<file path="src/rtl/aes_pkg.sv">
// rtl/aes_pkg.sv - shared AES key-size encodings, Nk/Nr constants and Rcon table
// Purpose: common AES definitions used by the key schedule.
// Ports: none (package).
package aes_pkg;

  typedef enum logic [1:0] {
    KL_128     = 2'b00,
    KL_192     = 2'b01,
    KL_256     = 2'b10,
    KL_ILLEGAL = 2'b11
  } key_len_e;

  localparam logic [3:0] NK_128 = 4'd4;
  localparam logic [3:0] NK_192 = 4'd6;
  localparam logic [3:0] NK_256 = 4'd8;
  localparam logic [3:0] NR_128 = 4'd10;
  localparam logic [3:0] NR_192 = 4'd12;
  localparam logic [3:0] NR_256 = 4'd14;

  // Rcon[1..10]; Rcon[1] sits in the top byte.
  localparam logic [79:0] RCON_TBL = {8'h01, 8'h02, 8'h04, 8'h08, 8'h10,
                                      8'h20, 8'h40, 8'h80, 8'h1B, 8'h36};

  function automatic logic [7:0] rcon(input logic [3:0] j);
    if (j == 4'd0 || j > 4'd10) return 8'h00;
    return RCON_TBL[8*(10-int'(j)) +: 8];
  endfunction

endpackage

</file>
<file path="src/rtl/key_schedule_if.sv">
// rtl/key_schedule_if.sv - request and round-key handshake bundle of the key schedule
// Purpose: groups the start request and round-key stream signals.
// Ports (signals): start, key_len[1:0], key_in[255:0], rk_ready toward the
//   schedule; round_key[127:0], rk_valid, rk_index[3:0], busy, done, err from it.
// Modports: master (requester/consumer), slave (key schedule).
interface key_schedule_if;
  logic         start;
  logic [1:0]   key_len;
  logic [255:0] key_in;
  logic         rk_ready;
  logic [127:0] round_key;
  logic         rk_valid;
  logic [3:0]   rk_index;
  logic         busy;
  logic         done;
  logic         err;

  modport master (
    output start, key_len, key_in, rk_ready,
    input  round_key, rk_valid, rk_index, busy, done, err
  );

  modport slave (
    input  start, key_len, key_in, rk_ready,
    output round_key, rk_valid, rk_index, busy, done, err
  );
endinterface

</file>
<file path="src/rtl/key_schedule_sub_word.sv">
// rtl/key_schedule_sub_word.sv - four parallel combinational AES S-boxes (SubWord)
// Purpose: byte-wise AES S-box substitution of a 32-bit word.
// Ports: i_word[31:0] in, o_word[31:0] out.
module sub_word (
  input  logic [31:0] i_word,
  output logic [31:0] o_word
);

  // Entry 0 occupies the top byte, so entry x lives at bit offset (255-x)*8.
  localparam logic [2047:0] SBOX = {
    128'h637c777bf26b6fc53001672bfed7ab76, 128'hca82c97dfa5947f0add4a2af9ca472c0,
    128'hb7fd9326363ff7cc34a5e5f171d83115, 128'h04c723c31896059a071280e2eb27b275,
    128'h09832c1a1b6e5aa0523bd6b329e32f84, 128'h53d100ed20fcb15b6acbbe394a4c58cf,
    128'hd0efaafb434d338545f9027f503c9fa8, 128'h51a3408f929d38f5bcb6da2110fff3d2,
    128'hcd0c13ec5f974417c4a77e3d645d1973, 128'h60814fdc222a908846eeb814de5e0bdb,
    128'he0323a0a4906245cc2d3ac629195e479, 128'he7c8376d8dd54ea96c56f4ea657aae08,
    128'hba78252e1ca6b4c6e8dd741f4bbd8b8a, 128'h703eb5664803f60e613557b986c11d9e,
    128'he1f8981169d98e949b1e87e9ce5528df, 128'h8ca1890dbfe6426841992d0fb054bb16
  };

  function automatic logic [7:0] sbox(input logic [7:0] x);
    return SBOX[{~x, 3'b000} +: 8];
  endfunction

  assign o_word = {sbox(i_word[31:24]), sbox(i_word[23:16]),
                   sbox(i_word[15:8]),  sbox(i_word[7:0])};

endmodule

</file>
<file path="src/rtl/key_schedule.sv">
// rtl/key_schedule.sv - AES-128/192/256 key expansion streaming one round key per 4 words
// Purpose: expands a latched cipher key one word per cycle into round keys
//   delivered over a valid/ready handshake.
// Ports: clk, rst (sync, active-high); bus (key_schedule_if.slave): start,
//   key_len, key_in, rk_ready in; round_key, rk_valid, rk_index, busy, done, err out.
// Build option: KEY_SCHEDULE_AES192_EN enables key_len=01 (AES-192).
module key_schedule
  import aes_pkg::*;
(
  input  logic          clk,
  input  logic          rst,
  key_schedule_if.slave bus
);

  typedef enum logic {ST_IDLE, ST_RUN} state_e;

  state_e       r_state;
  key_len_e     r_len;
  logic [255:0] r_key;          // shifts left one word per key word consumed
  logic [31:0]  r_win [8];      // r_win[k] = w[i-1-k]
  logic [31:0]  r_stage [4];
  logic [2:0]   r_cnt;          // words in staging, 0..4
  logic [5:0]   r_idx;          // index i of the next word
  logic [2:0]   r_mod;          // i mod Nk
  logic [3:0]   r_rc;           // i / Nk
  logic [3:0]   r_next_rk;
  logic [127:0] r_round_key;
  logic         r_rk_valid;
  logic [3:0]   r_rk_index;
  logic         r_done;
  logic         r_err;

  logic [3:0]   w_nk;
  logic [3:0]   w_nr;
  logic [5:0]   w_total;
  logic         w_len_ok;
  logic [31:0]  w_sw_in;
  logic [31:0]  w_sw_out;
  logic [31:0]  w_t;
  logic [31:0]  w_word;
  logic         w_full;
  logic         w_can_move;
  logic         w_move;
  logic         w_gen;
  logic         w_hs;

  always_comb begin
    w_nk = NK_256;
    w_nr = NR_256;
    case (r_len)
      KL_128: begin
        w_nk = NK_128;
        w_nr = NR_128;
      end
`ifdef KEY_SCHEDULE_AES192_EN
      KL_192: begin
        w_nk = NK_192;
        w_nr = NR_192;
      end
`endif
      default: ;
    endcase
  end

`ifdef KEY_SCHEDULE_AES192_EN
  assign w_len_ok = (bus.key_len != KL_ILLEGAL);
`else
  assign w_len_ok = (bus.key_len == KL_128) || (bus.key_len == KL_256);
`endif

  assign w_total = {w_nr + 4'd1, 2'b00};

  // RotWord only on the Nk boundary; the Nk=8 mid-point uses plain SubWord.
  assign w_sw_in = (r_mod == 3'd0) ? {r_win[0][23:0], r_win[0][31:24]} : r_win[0];

  sub_word u_sub_word (
    .i_word (w_sw_in),
    .o_word (w_sw_out)
  );

  always_comb begin
    if (r_mod == 3'd0)
      w_t = w_sw_out ^ {rcon(r_rc), 24'h0};
    else if (w_nk == 4'd8 && r_mod == 3'd4)
      w_t = w_sw_out;
    else
      w_t = r_win[0];
  end

  assign w_word = (r_idx < {2'b00, w_nk}) ? r_key[255:224]
                                          : (r_win[3'(w_nk - 4'd1)] ^ w_t);

  assign w_full     = (r_cnt == 3'd4);
  assign w_can_move = !r_rk_valid || bus.rk_ready;
  assign w_move     = (r_state == ST_RUN) && w_full && w_can_move;
  assign w_gen      = (r_state == ST_RUN) && (r_idx != w_total) && (!w_full || w_can_move);
  assign w_hs       = r_rk_valid && bus.rk_ready;

  always_ff @(posedge clk) begin
    if (rst) begin
      r_state     <= ST_IDLE;
      r_len       <= KL_128;
      r_key       <= '0;
      r_cnt       <= '0;
      r_idx       <= '0;
      r_mod       <= '0;
      r_rc        <= '0;
      r_next_rk   <= '0;
      r_round_key <= '0;
      r_rk_valid  <= 1'b0;
      r_rk_index  <= '0;
      r_done      <= 1'b0;
      r_err       <= 1'b0;
      for (int k = 0; k < 8; k++) r_win[k] <= '0;
      for (int k = 0; k < 4; k++) r_stage[k] <= '0;
    end else begin
      r_done <= 1'b0;
      r_err  <= 1'b0;
      case (r_state)
        ST_IDLE: begin
          if (bus.start) begin
            if (w_len_ok) begin
              r_state   <= ST_RUN;
              r_key     <= bus.key_in;
              r_len     <= key_len_e'(bus.key_len);
              r_cnt     <= '0;
              r_idx     <= '0;
              r_mod     <= '0;
              r_rc      <= '0;
              r_next_rk <= '0;
              for (int k = 0; k < 8; k++) r_win[k] <= '0;
            end else begin
              r_err <= 1'b1;
            end
          end
        end
        ST_RUN: begin
          if (w_gen) begin
            r_key    <= {r_key[223:0], 32'h0};
            r_win[0] <= w_word;
            for (int k = 1; k < 8; k++) r_win[k] <= r_win[k-1];
            r_idx    <= r_idx + 6'd1;
            if (r_mod == 3'(w_nk - 4'd1)) begin
              r_mod <= '0;
              r_rc  <= r_rc + 4'd1;
            end else begin
              r_mod <= r_mod + 3'd1;
            end
          end
          if (w_move) begin
            // Staging drains while the next word lands in slot 0 in the same cycle.
            r_round_key <= {r_stage[0], r_stage[1], r_stage[2], r_stage[3]};
            r_rk_valid  <= 1'b1;
            r_rk_index  <= r_next_rk;
            r_next_rk   <= r_next_rk + 4'd1;
            if (w_gen) begin
              r_stage[0] <= w_word;
              r_cnt      <= 3'd1;
            end else begin
              r_cnt      <= 3'd0;
            end
          end else begin
            if (w_gen) begin
              r_stage[r_cnt[1:0]] <= w_word;
              r_cnt               <= r_cnt + 3'd1;
            end
            if (w_hs) begin
              r_rk_valid <= 1'b0;
              if (r_rk_index == w_nr) begin
                r_state <= ST_IDLE;
                r_done  <= 1'b1;
              end
            end
          end
        end
        default: r_state <= ST_IDLE;
      endcase
    end
  end

  assign bus.round_key = r_round_key;
  assign bus.rk_valid  = r_rk_valid;
  assign bus.rk_index  = r_rk_index;
  assign bus.busy      = (r_state == ST_RUN);
  assign bus.done      = r_done;
  assign bus.err       = r_err;

endmodule

</file>
<file path="src/flat_wrapper.sv">
// flat-port wrapper written by rule: the top's interface ports become plain ports
module key_schedule_flat import aes_pkg::*;
  (clk, rst, bus_start, bus_key_len, bus_key_in, bus_rk_ready, bus_round_key, bus_rk_valid, bus_rk_index, bus_busy, bus_done, bus_err);
  key_schedule_if bus_i ();
  input  logic clk;
  input  logic rst;
  input wire logic [$bits(bus_i.start)-1:0] bus_start;
  input wire logic [$bits(bus_i.key_len)-1:0] bus_key_len;
  input wire logic [$bits(bus_i.key_in)-1:0] bus_key_in;
  input wire logic [$bits(bus_i.rk_ready)-1:0] bus_rk_ready;
  output wire logic [$bits(bus_i.round_key)-1:0] bus_round_key;
  output wire logic [$bits(bus_i.rk_valid)-1:0] bus_rk_valid;
  output wire logic [$bits(bus_i.rk_index)-1:0] bus_rk_index;
  output wire logic [$bits(bus_i.busy)-1:0] bus_busy;
  output wire logic [$bits(bus_i.done)-1:0] bus_done;
  output wire logic [$bits(bus_i.err)-1:0] bus_err;
  assign bus_i.start = bus_start;
  assign bus_i.key_len = bus_key_len;
  assign bus_i.key_in = bus_key_in;
  assign bus_i.rk_ready = bus_rk_ready;
  assign bus_round_key = bus_i.round_key;
  assign bus_rk_valid = bus_i.rk_valid;
  assign bus_rk_index = bus_i.rk_index;
  assign bus_busy = bus_i.busy;
  assign bus_done = bus_i.done;
  assign bus_err = bus_i.err;
  key_schedule u_core (.clk(clk), .rst(rst), .bus(bus_i));
endmodule
</file>
<file path="config.mk">
export PLATFORM = sky130hd
export DESIGN_NAME = key_schedule_flat
export DESIGN_NICKNAME = d
export VERILOG_FILES = /design/src/rtl/aes_pkg.sv /design/src/rtl/key_schedule_if.sv /design/src/rtl/key_schedule_sub_word.sv /design/src/rtl/key_schedule.sv /design/src/flat_wrapper.sv
export SDC_FILE = /design/constraint.sdc
export NUM_CORES = 2
export LEC_CHECK = 0
export ABC_AREA = 1
export CAP_MARGIN = 0
export CORE_MARGIN = 2
export CORE_UTILIZATION = 37
export CTS_CLUSTER_SIZE = 12
export DETAILED_ROUTE_END_ITERATION = 10
export SYNTH_ARGS = -nofsm -noshare
export SYNTH_HDL_FRONTEND = slang
export SYNTH_HIERARCHICAL = 1
export SYNTH_SLANG_ARGS = --single-unit
</file>
<file path="constraint.sdc">
create_clock -name clk -period 13.9 [get_ports clk]
set_clock_uncertainty 0.05 [all_clocks]
set_input_delay 2.78 -clock clk [delete_from_list [all_inputs] [get_ports clk]]
set_output_delay 2.78 -clock clk [all_outputs]
set_load 0.02 [all_outputs]
</file>
==> results by group <==
Floorplan
  • DIE AREA: approximately 120000 sq um
  • Die height: around 350 um
  • Core area: ~120000 sq um
  • Initial core utilization: 0.372
  • Placement Rows: about 130
  • Die width: around 350 um
  • Num ports: ~400

Global routing
  • First-pass GRT wire length: around 260000 um
  • All-Layer GR Usage: 0.279
  • Initial antenna violation count: 18
  • Largest net degree at the start of global routing: roughly 180
  • Vias in the first global route: 40600
  • Global route total overflow: 0

Clock tree
  • TritonCTS clock tree: yes
  • # clock sinks: about 800
  • Resized cells post-CTS: 0
  • Worst-skew pair later-pin latency: about 670 ps
  • Clk buf depth: 3
  • Root buf cell: clkbuf_16
  • TritonCTS buffer count: 84
  • Worst-path clk slew: 60 ps
  • Post-CTS Setup Bufs: 0
  • Cts hold-fix bufs: 0
  • H-Tree Depth: 3

Layout
  • Most frequent cells in the layout: 1619 x nand2_1, 796 x nand3_1, 764 x nor2_1
  • Most common cell after layout, fill and taps aside: nand2_1
  • Final Net Count: ~6600
  • Layout Area Growth over Synthesis: 16.7%
  • Share of cells above drive strength 1: 0.0462
  • Fin cells: around 7800
  • Final Core Density: 0.434

Detailed routing
  • 1st-iter DRT viols: roughly 5700
  • Detail Route Antenna Nets: 0
  • Vias per cell: 5.59
  • WL final: 175000 um
  • Via count: approximately 44000
  • WL/cell: approximately 22 um
  • # DRC: 0
  • First-pass detailed-route iteration total: 8

Timing
  • Final setup violation count: 0
  • Min Tclk post-route: 6630 ps
  • Total Negative Setup Slacks: 0 ps
  • Final Cycle Share: 0.477
  • Slew HR: 0.182
  • RSZ-0062 raised after global routing: false
  • Slew @ Worst Pin: about 1200 ps
  • Final max-slew violation count: 0
  • Fin. Hold Viols: 0
  • Max Fclk: 0.151 GHz

Critical path
  • Crit path launch type: input pin
  • Crit path DAT: 6850 ps
  • Crit end category: flop
  • Cells on worst reg2reg path: 27
  • FF-to-FF setup slack: between 7000 and 8000 ps
  • Maximum fanout along the worst path: 85
  • Reg2reg start: u_core/r_mod[0]
  • Reg2reg end: u_core/r_stage[3][24]
  • Critical Setup Path Class: input pin to flop
  • Worst EP required: approximately 14000 ps

Place
  • Input/output buffers: between 300 and 400
  • Final weighted congestion in routability-driven placement: ~0.99
  • Cell count after placement: 7681
  • DP Wirelength: between 100000 and 150000 um

Pwr
  • Pleak: 21.4 nW
  • Max rail drop VDD: 0.0000876 V
  • Pwr dens: around 120 nW/um^2

Logic synthesis
  • Post-synth EDFFs: around 350
  • Cells after synthesis: ~6000
  • Synth warn: 6
  • Sequential share of the synthesized area: 0.446
  • Post-synthesis async set-or-reset flop share: 0
  • Avg Cell Area, Syn: 7.16 sq um
  • Seq cells post-synth: between 700 and 800
  • Post-Syn Area: around 44000 sq um
  • Net count after synthesis: ~6400
  • Main flop type after synthesis: dfxtp_1
  • Synth cell types: 42

Job
  • MaxCap Viol Count: 0

Status
  • Status: complete, no violations

Min path
  • HP Start: u_core/r_key[177]
  • Class of the worst hold path: flop to flop
  • Hold Path End: u_core/r_key[209]
  • Hold depth: 2
critical path, stage by stage:
cell and delay [ps]:
clkdlybuf4s50_1 520, inv_1 70, nand2_1 60, nor3b_4 180, buf_4 620, inv_4 460, nand3_1 260, nand2_1 440
nand2_4 640, buf_4 680
layer usage:
metal | part of all wire | GRT usage | routed length [um]
met5 | 0.00074 | 0 | 130
met4 | 0.037 | 0.102 | 6480
met3 | 0.085 | 0.0460 | 14900
met2 | 0.45 | 0.428 | 78300
met1 | 0.43 | 0.394 | 75300
state kept, by name (all words and copies together) (netlist names):
name	flops
u_core/bus.busy	1
u_core/bus.done	1
u_core/bus.err	1
u_core/bus.rk_index	4
u_core/bus.rk_valid	1
u_core/bus.round_key	128
u_core/r_cnt	3
u_core/r_idx	6
u_core/r_key	256
u_core/r_len	2
u_core/r_mod	3
u_core/r_next_rk	4
u_core/r_rc	4
u_core/r_stage	128
u_core/r_win	256
how the worst max path moves through the flow:
stage / from / end
after floorplan: bus_rk_ready / u_core/r_win[1][0]
after global placement: bus_rk_ready / u_core/r_win[3][0]
after detailed placement: bus_rk_ready / u_core/r_win[3][0]
after CTS: bus_rk_ready / u_core/r_win[3][0]
after global routing: bus_rk_ready / u_core/r_mod[1]
final: bus_rk_ready / u_core/r_win[3][14]
synth_stat cells, types with 21 or more instances:
cell         n  area share
xor2_1      24      0.0048
a32o_1      31      0.0071
inv_1      439       0.038
nand3_1    796       0.091
nand2_1   1622        0.14
nor2_2      21      0.0030
a21oi_1    142       0.016
buf_2      139       0.016
inv_2       27      0.0023
o211ai_1    40      0.0069
buf_6       21      0.0054
a31oi_1    234       0.033
buf_1       30      0.0026
clkbuf_1   220       0.019
nand4_1     37      0.0053
edfxtp_1   352        0.24
buf_4       22      0.0038
nor2_1     766       0.066
o21ai_0    526       0.060
o21ai_1     27      0.0031
ha_1        71       0.020
dfxtp_1    446        0.20
area by class of cell:
| class | instances | area, sq um |
|---|---|---|
| fillers | 12200 | 66700 |
| clock inverters | 22 | 243 |
| well taps | 1536 | 1920 |
| diodes | 8 | 20.0 |
| flip-flops and latches | 798 | 19500 |
| inverters | 472 | 1800 |
| multi-input cells | 4408 | 20700 |
| repair buffers | 467 | 4500 |
| clock buffers | 131 | 2400 |
power by group:
group	internal (mW)	switching, mW
clock network	1.22	0.955
registers	2.61	0.0819
logic	0.316	0.740
total	4.14	1.78
logic make-up (layout without fill, tap and decap cells):
| group | after synthesis | after routing | synth area share |
|---|---|---|---|
| AO/OA/AOI/OAI | 1023 | 1023 | 0.131 |
| adder cells (fa/ha/maj) | 71 | 71 | 0.0203 |
| other | 0 | 8 | 0 |
| flip-flops | 798 | 798 | 0.446 |
| XOR/XNOR | 24 | 24 | 0.00480 |
| AND/OR/NAND/NOR | 3289 | 3289 | 0.311 |
| multiplexers | 1 | 1 | 0.000229 |
| buffers and inverters | 904 | 1092 | 0.0871 |
metrics by stage:
step / hold WS [ps] / instance area [sq um] / power [mW] / worst slack (ps)
6_report: 387 / 51100 / 5.92 / 7270
3_5_place_dp: 405 / 48400 / 3.77 / 6580
5_1_grt: 409 / 51100 / 6.17 / 6920
2_1_floorplan: 380 / 43800 / 3.37 / 7550
3_3_place_gp: 401 / 48400 / 3.77 / 6610
4_1_cts: 381 / 51100 / 5.93 / 7280
No activity file was read; power rests on OpenSTA's default activity.
